[config.mk]
export PLATFORM = sky130hd
export DESIGN_NAME = sdr_tg_patgen
export DESIGN_NICKNAME = d
export VERILOG_FILES = /design/src/rtl/sdr_tg_pkg.sv /design/src/rtl/sdr_tg_patgen.sv
export SDC_FILE = /design/constraint.sdc
export NUM_CORES = 1
export LEC_CHECK = 0
export BUFFER_PORTS_ARGS = -buffer_cell sky130_fd_sc_hd__buf_2
export CORE_ASPECT_RATIO = 0.75
export CORE_MARGIN = 4
export CORE_UTILIZATION = 30
export DETAILED_ROUTE_END_ITERATION = 10
export PLACE_DENSITY_LB_ADDON = 0.1
export SLEW_MARGIN = 20
export SYNTH_ARGS = -nofsm -noshare
export SYNTH_HDL_FRONTEND = slang
export SYNTH_SLANG_ARGS = --single-unit
export TNS_END_PERCENT = 100
[constraint.sdc]
create_clock -name clk -period 3.7 [get_ports clk]
set_clock_uncertainty 0.2 [all_clocks]
set_input_delay 0.185 -clock clk [delete_from_list [all_inputs] [get_ports clk]]
set_output_delay 0.185 -clock clk [all_outputs]
set_load 0.01 [all_outputs]
[src/rtl/sdr_tg_pkg.sv]
// Shared constants for the SDRAM traffic checker: FSM states, mode encodings, LFSR taps.
package sdr_tg_pkg;

  localparam int unsigned STATE_W = 3;

  localparam logic [STATE_W-1:0] S_IDLE      = 3'd0;
  localparam logic [STATE_W-1:0] S_WAIT_INIT = 3'd1;
  localparam logic [STATE_W-1:0] S_WR_CMD    = 3'd2;
  localparam logic [STATE_W-1:0] S_WR_DATA   = 3'd3;
  localparam logic [STATE_W-1:0] S_RD_CMD    = 3'd4;
  localparam logic [STATE_W-1:0] S_RD_DATA   = 3'd5;
  localparam logic [STATE_W-1:0] S_DONE      = 3'd6;

  localparam logic [1:0] AM_SEQ    = 2'd0;
  localparam logic [1:0] AM_LFSR   = 2'd1;
  localparam logic [1:0] AM_HAMMER = 2'd2;

  localparam logic [1:0] DM_ADDR_XOR = 2'd0;
  localparam logic [1:0] DM_WALK1    = 2'd1;
  localparam logic [1:0] DM_INV_ADDR = 2'd2;

  // Right-shifting Galois feedback masks giving a maximal-length sequence per width
  function automatic logic [31:0] lfsr_taps(input int unsigned width);
    case (width)
      2:       lfsr_taps = 32'h0000_0003;
      3:       lfsr_taps = 32'h0000_0006;
      4:       lfsr_taps = 32'h0000_000C;
      5:       lfsr_taps = 32'h0000_0014;
      6:       lfsr_taps = 32'h0000_0030;
      7:       lfsr_taps = 32'h0000_0060;
      8:       lfsr_taps = 32'h0000_00B8;
      9:       lfsr_taps = 32'h0000_0110;
      10:      lfsr_taps = 32'h0000_0240;
      11:      lfsr_taps = 32'h0000_0500;
      12:      lfsr_taps = 32'h0000_0829;
      13:      lfsr_taps = 32'h0000_100D;
      14:      lfsr_taps = 32'h0000_2015;
      15:      lfsr_taps = 32'h0000_6000;
      16:      lfsr_taps = 32'h0000_D008;
      17:      lfsr_taps = 32'h0001_2000;
      18:      lfsr_taps = 32'h0002_0400;
      19:      lfsr_taps = 32'h0004_0023;
      20:      lfsr_taps = 32'h0009_0000;
      21:      lfsr_taps = 32'h0014_0000;
      22:      lfsr_taps = 32'h0030_0000;
      23:      lfsr_taps = 32'h0042_0000;
      24:      lfsr_taps = 32'h00E1_0000;
      25:      lfsr_taps = 32'h0120_0000;
      26:      lfsr_taps = 32'h0200_0023;
      27:      lfsr_taps = 32'h0400_0013;
      28:      lfsr_taps = 32'h0900_0000;
      29:      lfsr_taps = 32'h1400_0000;
      30:      lfsr_taps = 32'h2000_0029;
      31:      lfsr_taps = 32'h4800_0000;
      32:      lfsr_taps = 32'h8020_0003;
      default: lfsr_taps = 32'h0000_0001;
    endcase
  endfunction

endpackage

[src/rtl/sdr_tg_patgen.sv]
// Address generator (sequential / LFSR / hammer) and per-beat data pattern mapper.
module sdr_tg_patgen
  import sdr_tg_pkg::*;
#(
  parameter int unsigned AW        = 21,
  parameter int unsigned DQ_W      = 32,
  parameter int unsigned BURST_LEN = 1,
  parameter int unsigned BEAT_W    = 1
) (
  input  logic              clk,
  input  logic              rst_n,
  input  logic              load_i,
  input  logic              step_i,
  input  logic [1:0]        addr_mode_i,
  input  logic [1:0]        data_mode_i,
  input  logic [DQ_W-1:0]   seed_i,
  input  logic [AW-1:0]     base_i,
  input  logic [BEAT_W-1:0] beat_i,
  output logic [AW-1:0]     addr_o,
  output logic [AW-1:0]     beat_addr_o,
  output logic [DQ_W-1:0]   data_o
);

  localparam int unsigned OFF_W  = $clog2(BURST_LEN);
  localparam int unsigned LFSR_W = AW - OFF_W;
  localparam logic [LFSR_W-1:0] TAPS = LFSR_W'(lfsr_taps(LFSR_W));

  logic [AW-1:0]     addr_q;
  logic [LFSR_W-1:0] lfsr_q;
  logic [LFSR_W-1:0] seed_lfsr;

  assign seed_lfsr = LFSR_W'(seed_i);

  // Load from base/seed at the start of each phase; advance once per completed command
  always_ff @(posedge clk or negedge rst_n) begin
    if (!rst_n) begin
      addr_q <= '0;
      lfsr_q <= LFSR_W'(1);
    end else if (load_i) begin
      addr_q <= base_i;
      lfsr_q <= (seed_lfsr == '0) ? LFSR_W'(1) : seed_lfsr;
    end else if (step_i) begin
      if (addr_mode_i == AM_SEQ) begin
        addr_q <= addr_q + AW'(BURST_LEN);
      end
      if (addr_mode_i == AM_LFSR) begin
        lfsr_q <= (lfsr_q >> 1) ^ (lfsr_q[0] ? TAPS : '0);
      end
    end
  end

  // LFSR occupies the upper bits so every command stays burst-aligned
  assign addr_o      = (addr_mode_i == AM_LFSR) ? (AW'(lfsr_q) << OFF_W) : addr_q;
  assign beat_addr_o = addr_o + AW'(beat_i);

  // Data word for the address of the current beat
  always_comb begin
    data_o = DQ_W'(beat_addr_o) ^ seed_i;
    case (data_mode_i)
      DM_WALK1:    data_o = DQ_W'(1) << (beat_addr_o % AW'(DQ_W));
      DM_INV_ADDR: data_o = ~DQ_W'(beat_addr_o);
      default:     data_o = DQ_W'(beat_addr_o) ^ seed_i;
    endcase
  end

endmodule

==> results of run 1 <==
[layer usage]
metal,vias up,part of all wire
met1,2212,0.48
met5,-,0
met4,0,0.0058
li1,2242,-
met2,112,0.46
met3,10,0.059
[repair_timing]
item                                   in CTS  in global routing
hold buffers                               36                  0
gates resized for setup                     0                  3
setup endpoints to repair                   0                  5
endpoints found under the hold margin      76                  0
[cell families (layout without fill, tap and decap cells)]
group                    after synthesis  in the layout
buffers and inverters                 66            228
flip-flops                            42             42
AND/OR/NAND/NOR                      191            191
multiplexers                          51             51
XOR/XNOR                              51             51
adder cells (fa/ha/maj)                6              6
AO/OA/AOI/OAI                        129            129
[state kept, by name, indices dropped and copies added, names as in the netlist]
signal and cells:
lfsr_q 21, addr_q 21
[power by group through the flow]
stage	Sequential (mW)	Combinational [mW]	Clock, mW
global placement	0.577	0.754	0
finish	0.571	0.788	0.518
floorplan	0.552	0.472	0
global route	0.580	0.863	0.559
detailed placement	0.579	0.755	0
CTS	0.571	0.788	0.534
[final timing paths]
| path | start | end | slack, ps | cells after the start |
|---|---|---|---|---|
| setup / recovery | lfsr_q[0] | data_o[17] | 250 | 10 |
| hold reg to reg | lfsr_q[14] | lfsr_q[13] | 430 | 2 |
| max in group asynchronous | rst_n | addr_q[4] | 2660 | 2 |
| min in group asynchronous | rst_n | addr_q[16] | 230 | 2 |
| setup reg to reg | addr_q[3] | addr_q[20] | 1510 | 6 |
| hold / removal | seed_i[13] | lfsr_q[13] | 1 | 3 |
[cell usage in the layout (no fill, tap or decap), types with 5 or more instances in the layout]
cell             n
inv_1           33
buf_2          133
nor2_1          29
a31oi_1         22
a2bb2oi_1        5
o21ai_0         60
dfrtp_1         41
xnor2_1         27
nand3_1         14
mux2_2           9
dlygate4sd3_1   36
nand2_1         87
mux2i_1         37
nor3_1           8
xnor3_1         10
nor4_1           7
clkbuf_16        5
xor2_1          13
ha_1             6
nand4_1          9
a21oi_1          8
and4_1           7
buf_4           18
[tightest hold or removal path, stage by stage]
cell     delay, ps
buf_2          140
nand2_1         60
o21ai_0         60
[through the flow]
stage                     instance area [µm²]   util  worst slack, ps  hold WS, ps  instances
after floorplan                          4340      -             49.9         -311        536
after global placement                   5260  0.378              538          200        850
after detailed placement                 5260  0.378              437          195        850
after CTS                                5790  0.416              125         1.00        893
after global routing                     5820  0.417             15.3         5.06        893
final                                    5820  0.417              252         1.13        893
[area by class of cell]
type / instances / share of cell area
Sequential cell: 42 / 0.181
Tap cell: 195 / 0.0419
Clock inverter: 1 / 0.00516
Inverter: 33 / 0.0213
Multi-Input combinational cell: 428 / 0.524
Timing Repair Buffer: 188 / 0.203
Clock buffer: 6 / 0.0239
==> results_dict.tcl, run 1 <==
set metrics [dict create \
    finalSetupViolations 0 \
    crit_path_start_kind "register" \
    hold_path_class "input port to register" \
    slew_headroom 0.490 \
    nFillCells 1448 \
    synth_fa_ha_area_frac 0.0173 \
    cts_tree "built" \
    diodes 0 \
    synth_warnings 0 \
    clock_power_share 0.276 \
    slowest_delay_ps 580 \
    place_congestion 0.876 \
    synth_common_cells "nand2_1 (87), o21ai_0 (60), dfrtp_1 (41)" \
    async_flop_share 1.00 \
    num_io_pins 136 \
    timing.final.max_slew_violations 0 \
    multiInputGateArea_um2 3050 \
    path_common_cell "nand2_1" \
    period_share 0.932 \
    fin_crit_ps 3450 \
    grt_usage 0.189 \
    yosys-top-cells-area "dfrtp_1 (24%), mux2i_1 (8.5%), nand2_1 (7.5%)" \
    end_kind "output pin" \
    tightest_slew_ps 763 \
    grt_overflow_total 0 \
    p_leak_nw 2.71 \
    finalHoldViolations 0 \
    synth_simple_gate_area_frac 0.220 \
    ys_ff_latch 42 \
    total_power_mw 1.88 \
    vdd_ir_drop_max_v 0.000185 \
    register_area_um2 1050 \
    routed_wl_um 16000 \
    grt_use_met3 0.0355 \
    grtUsageMet2 0.301 \
    drt_iter0_drc 286 \
    cpLargestDelayFamily "compound AO/OA/AOI/OAI gates" \
    worstSetupPathType "register to output pin" \
    grt_pass1_wl_um 25200 \
    dp_hpwl_um 12500 \
    cts_buffers 5 \
    postRouteAntennaNets 0 \
    maxCapViolCount 0 \
    seqPwrFrac 0.304 \
    yosysMostFrequentCell "nand2_1" \
    required_ps 3310 \
    cts.clk_slew.worst_paths_ps 60 \
    status "finished clean" \
    combPwrFrac 0.420 \
    start_util 0.312 \
    wl_per_cell_um 17.9 \
    grt_busiest_layer "met2" \
    insertion_delay_ps 290 \
    synth_top_area_frac 0.236 \
    drc 0 \
    synth_fp_nets 604 \
    p_sw_uw 691 \
    yosysUniqueCellTypes 64 \
    grt_pass1_vias 4584 \
    syn-instance-count 536 \
    dieArea_um2 16500 \
    yosysTopAreaCell "dfrtp_1" \
    layout-drive-gt1-share 0.269 \
    netlist_area_um2 4340 \
    htreeDepth 2 \
    critical_path.cell_chain "nand2_1, nand2_1, ha_1, nand3_1, nor3_2, o211ai_4, a2111oi_4, xnor3_1, a221o_1, buf_2" \
    p_sw_frac 0.368 \
    critPathSlowestCell "dfstp_2" \
    num_vias 4576 \
    synth_xor_xnor_area_share 0.136 \
    cts_buffer_depth 2 \
    fin_tns_setup_ps 0 \
    use_met1 0.275 \
    cp_data_arrival_time_ps 3060 \
    viasPerCell 5.12 \
    post_cts_buffers 0 \
    clock_sinks 42 \
    syn_avg_cell_area_um2 8.10 \
    synth_mux_area_frac 0.123 \
    dr.pass1.iters 5 \
    synth_compound_area_frac 0.199 \
    numPortBuffers 135 \
    critPathMaxFanout 10 \
    rsz0062_at_grt "false" \
    seq_area_frac_synth 0.242 \
    final_nets 766 \
    grt_max_degree 67 \
    synth_top_family_by_area "simple AND/OR/NAND/NOR gates" \
    synth_edf_count 0 \
    areaGrowthSynthToFinish_pct 33.9 \
    worst-path-buf-inv 1 \
    core-area_um2 13900 \
    power_density_nw_per_um2 323 \
    die_y_um 112 \
    max_freq_mhz 290 \
    ys.flop_type "dfrtp_1" \
    antenna_found_initial 0 \
    cts_root_buf "clkbuf_16" \
    rows 37 \
    die_w_um 147 \
    intPower_mw 1.19 \
]
(Power assumes the default switching activity.)
==> run 2, diff against run 1 <==
CORE_UTILIZATION = 53   (was 30)
==> run 2 against run 1 <==
  * Sequential share of layout area is 0.48 points higher
  * Hold slack worse by 0.78 ps
  * Fmax is 2.3% lower
  * Clock power is 27% lower
==> results_dict.tcl, run 2 (synthesis results as in run 1) <==
set metrics [dict create \
    r2r_cells 6 \
    final_nets 765 \
    maxCapViolCount 0 \
    num_io_pins 136 \
    rr_startpoint "addr_q[1]" \
    cts.clk_slew.worst_paths_ps 90 \
    rows 28 \
    cts_root_buf "clkbuf_8" \
    critical_path.cell_chain "nand2_1, nand2_1, ha_1, nand3_1, nor2_1, o211ai_4, o31a_1, or3_1, a32oi_1, buf_2" \
    max_freq_mhz 283 \
    insertion_delay_ps 300 \
    fin_crit_ps 3530 \
    hold_end "lfsr_q[11]" \
    drt_iter0_drc 436 \
    required_ps 3310 \
    grt_max_degree 85 \
    start_util 0.549 \
    slew_headroom 0.366 \
    status "finished clean" \
    finalSetupViolations 0 \
    worst-path-buf-inv 1 \
    nFillCells 661 \
    path_common_cell "nand2_1" \
    cpLargestDelayFamily "simple AND/OR/NAND/NOR gates" \
    post_cts_buffers 0 \
    hold_depth 3 \
    p_leak_nw 2.68 \
    grt_pass1_vias 4491 \
    core-area_um2 7920 \
    die_w_um 113 \
    dieArea_um2 9720 \
    die_y_um 86.4 \
    reg2reg_slack_ps 1550 \
    largest_registers "addr_q: 21 flops, lfsr_q: 21 flops" \
    antenna_found_initial 0 \
    critPathMaxFanout 10 \
    cts_buffers 5 \
    stdcell_area_um2 5670 \
    timing.final.max_slew_violations 0 \
    r2r_end "addr_q[20]" \
    cp_data_arrival_time_ps 3150 \
    final_cell_mix "buf_2 (134), nand2_1 (87), o21ai_0 (60)" \
    period_share 0.954 \
    tightest_slew_ps 950 \
    crit_path_start_kind "register" \
    critPathSlowestCell "dfstp_2" \
    post-route-util 0.716 \
    worstSetupPathType "register to output pin" \
    wl_per_cell_um 17.9 \
    layout_commonest_cell "buf_2" \
    dp_hpwl_um 10900 \
    routed_wl_um 14400 \
    cts_buffer_depth 2 \
    power_density_nw_per_um2 304 \
    cts_tree "built" \
    holdWs_ps 0.343 \
    grt_overflow_total 0 \
    layout-drive-gt1-share 0.266 \
    fin_tns_setup_ps 0 \
    vdd_ir_drop_max_v 0.000190 \
    num_vias 4730 \
    placed_area_um2 5100 \
    drc 0 \
    viasPerCell 5.89 \
    finalHoldViolations 0 \
    hold_path_class "input port to register" \
    end_kind "output pin" \
    grt_usage 0.288 \
    htreeDepth 2 \
    diodes 0 \
    numPortBuffers 135 \
    grt_pass1_wl_um 22900 \
    postRouteAntennaNets 0 \
    areaGrowthSynthToFinish_pct 30.5 \
    slowest_delay_ps 580 \
    dr.pass1.iters 5 \
    hp-start "seed_i[11]" \
    clock_sinks 42 \
    place_congestion 0.924 \
]
run 2: changes by cell type in the layout (fill, tap and decap cells not counted), sizes merged:
cell         change
clkbuf           -1
buf              -5
dlygate4sd3      +4
clkinvlp         +2
run 2: what timing repair did:
item,4_1_cts,5_1_grt
resized for setup,0,7
hold buffers,40,0
hold endpoints to repair,80,0
setup endpoints to repair,0,17
run 2: worst max path at each step:
stage,from,endpoint,slack [ps],cells past startpoint
final,lfsr_q[0],data_o[13],170,10
after global routing,lfsr_q[0],data_o[17],-6,10
after CTS,lfsr_q[0],data_o[16],100,10
after detailed placement,lfsr_q[0],data_o[16],440,10
after global placement,addr_mode_i[0],data_o[19],560,9
after floorplan,addr_mode_i[0],data_o[13],50,15
run 2: per-stage QoR:
| stage | power [mW] | setup WS (ps) | std cells |
|---|---|---|---|
| 5_1_grt | 1.83 | -5.98 | 803 |
| 4_1_cts | 1.71 | 102 | 803 |
| 2_1_floorplan | 1.02 | 49.9 | 536 |
| 3_3_place_gp | 1.29 | 558 | 755 |
| 3_5_place_dp | 1.30 | 439 | 755 |
| 6_report | 1.72 | 170 | 803 |
run 2: where the power goes:
part	switching, mW	internal [mW]	leakage (nW)
logic	0.436	0.342	2.12
clock network	0.177	0.201	0.0504
registers	0.0646	0.503	0.510
total	0.677	1.05	2.68
run 2: layout make-up:
type,instances,area [µm²],share of cell area
tap,105,131,0.0232
multi-input combinational,428,3080,0.543
clock inverter,3,45.0,0.00795
inverter,33,124,0.0219
sequential,42,1050,0.186
timing repair buffer,187,1170,0.206
clock buffer,5,68.8,0.0121
run 2: layer usage:
metal	GRT usage	share of wire	wire length [µm]
met1	0.400	0.44	6350
met2	0.484	0.48	6830
met3	0.0502	0.069	995
met4	0.0491	0.012	171
met5	0	0	0
run 2: worst register-to-register path, cell delays in order, from the launching register on:
cell and delay (ps):
dfrtp_1 510, ha_1 290, nand4_1 290, nor3_1 360
nand3_1 140, xor2_1 140, o21ai_0 80
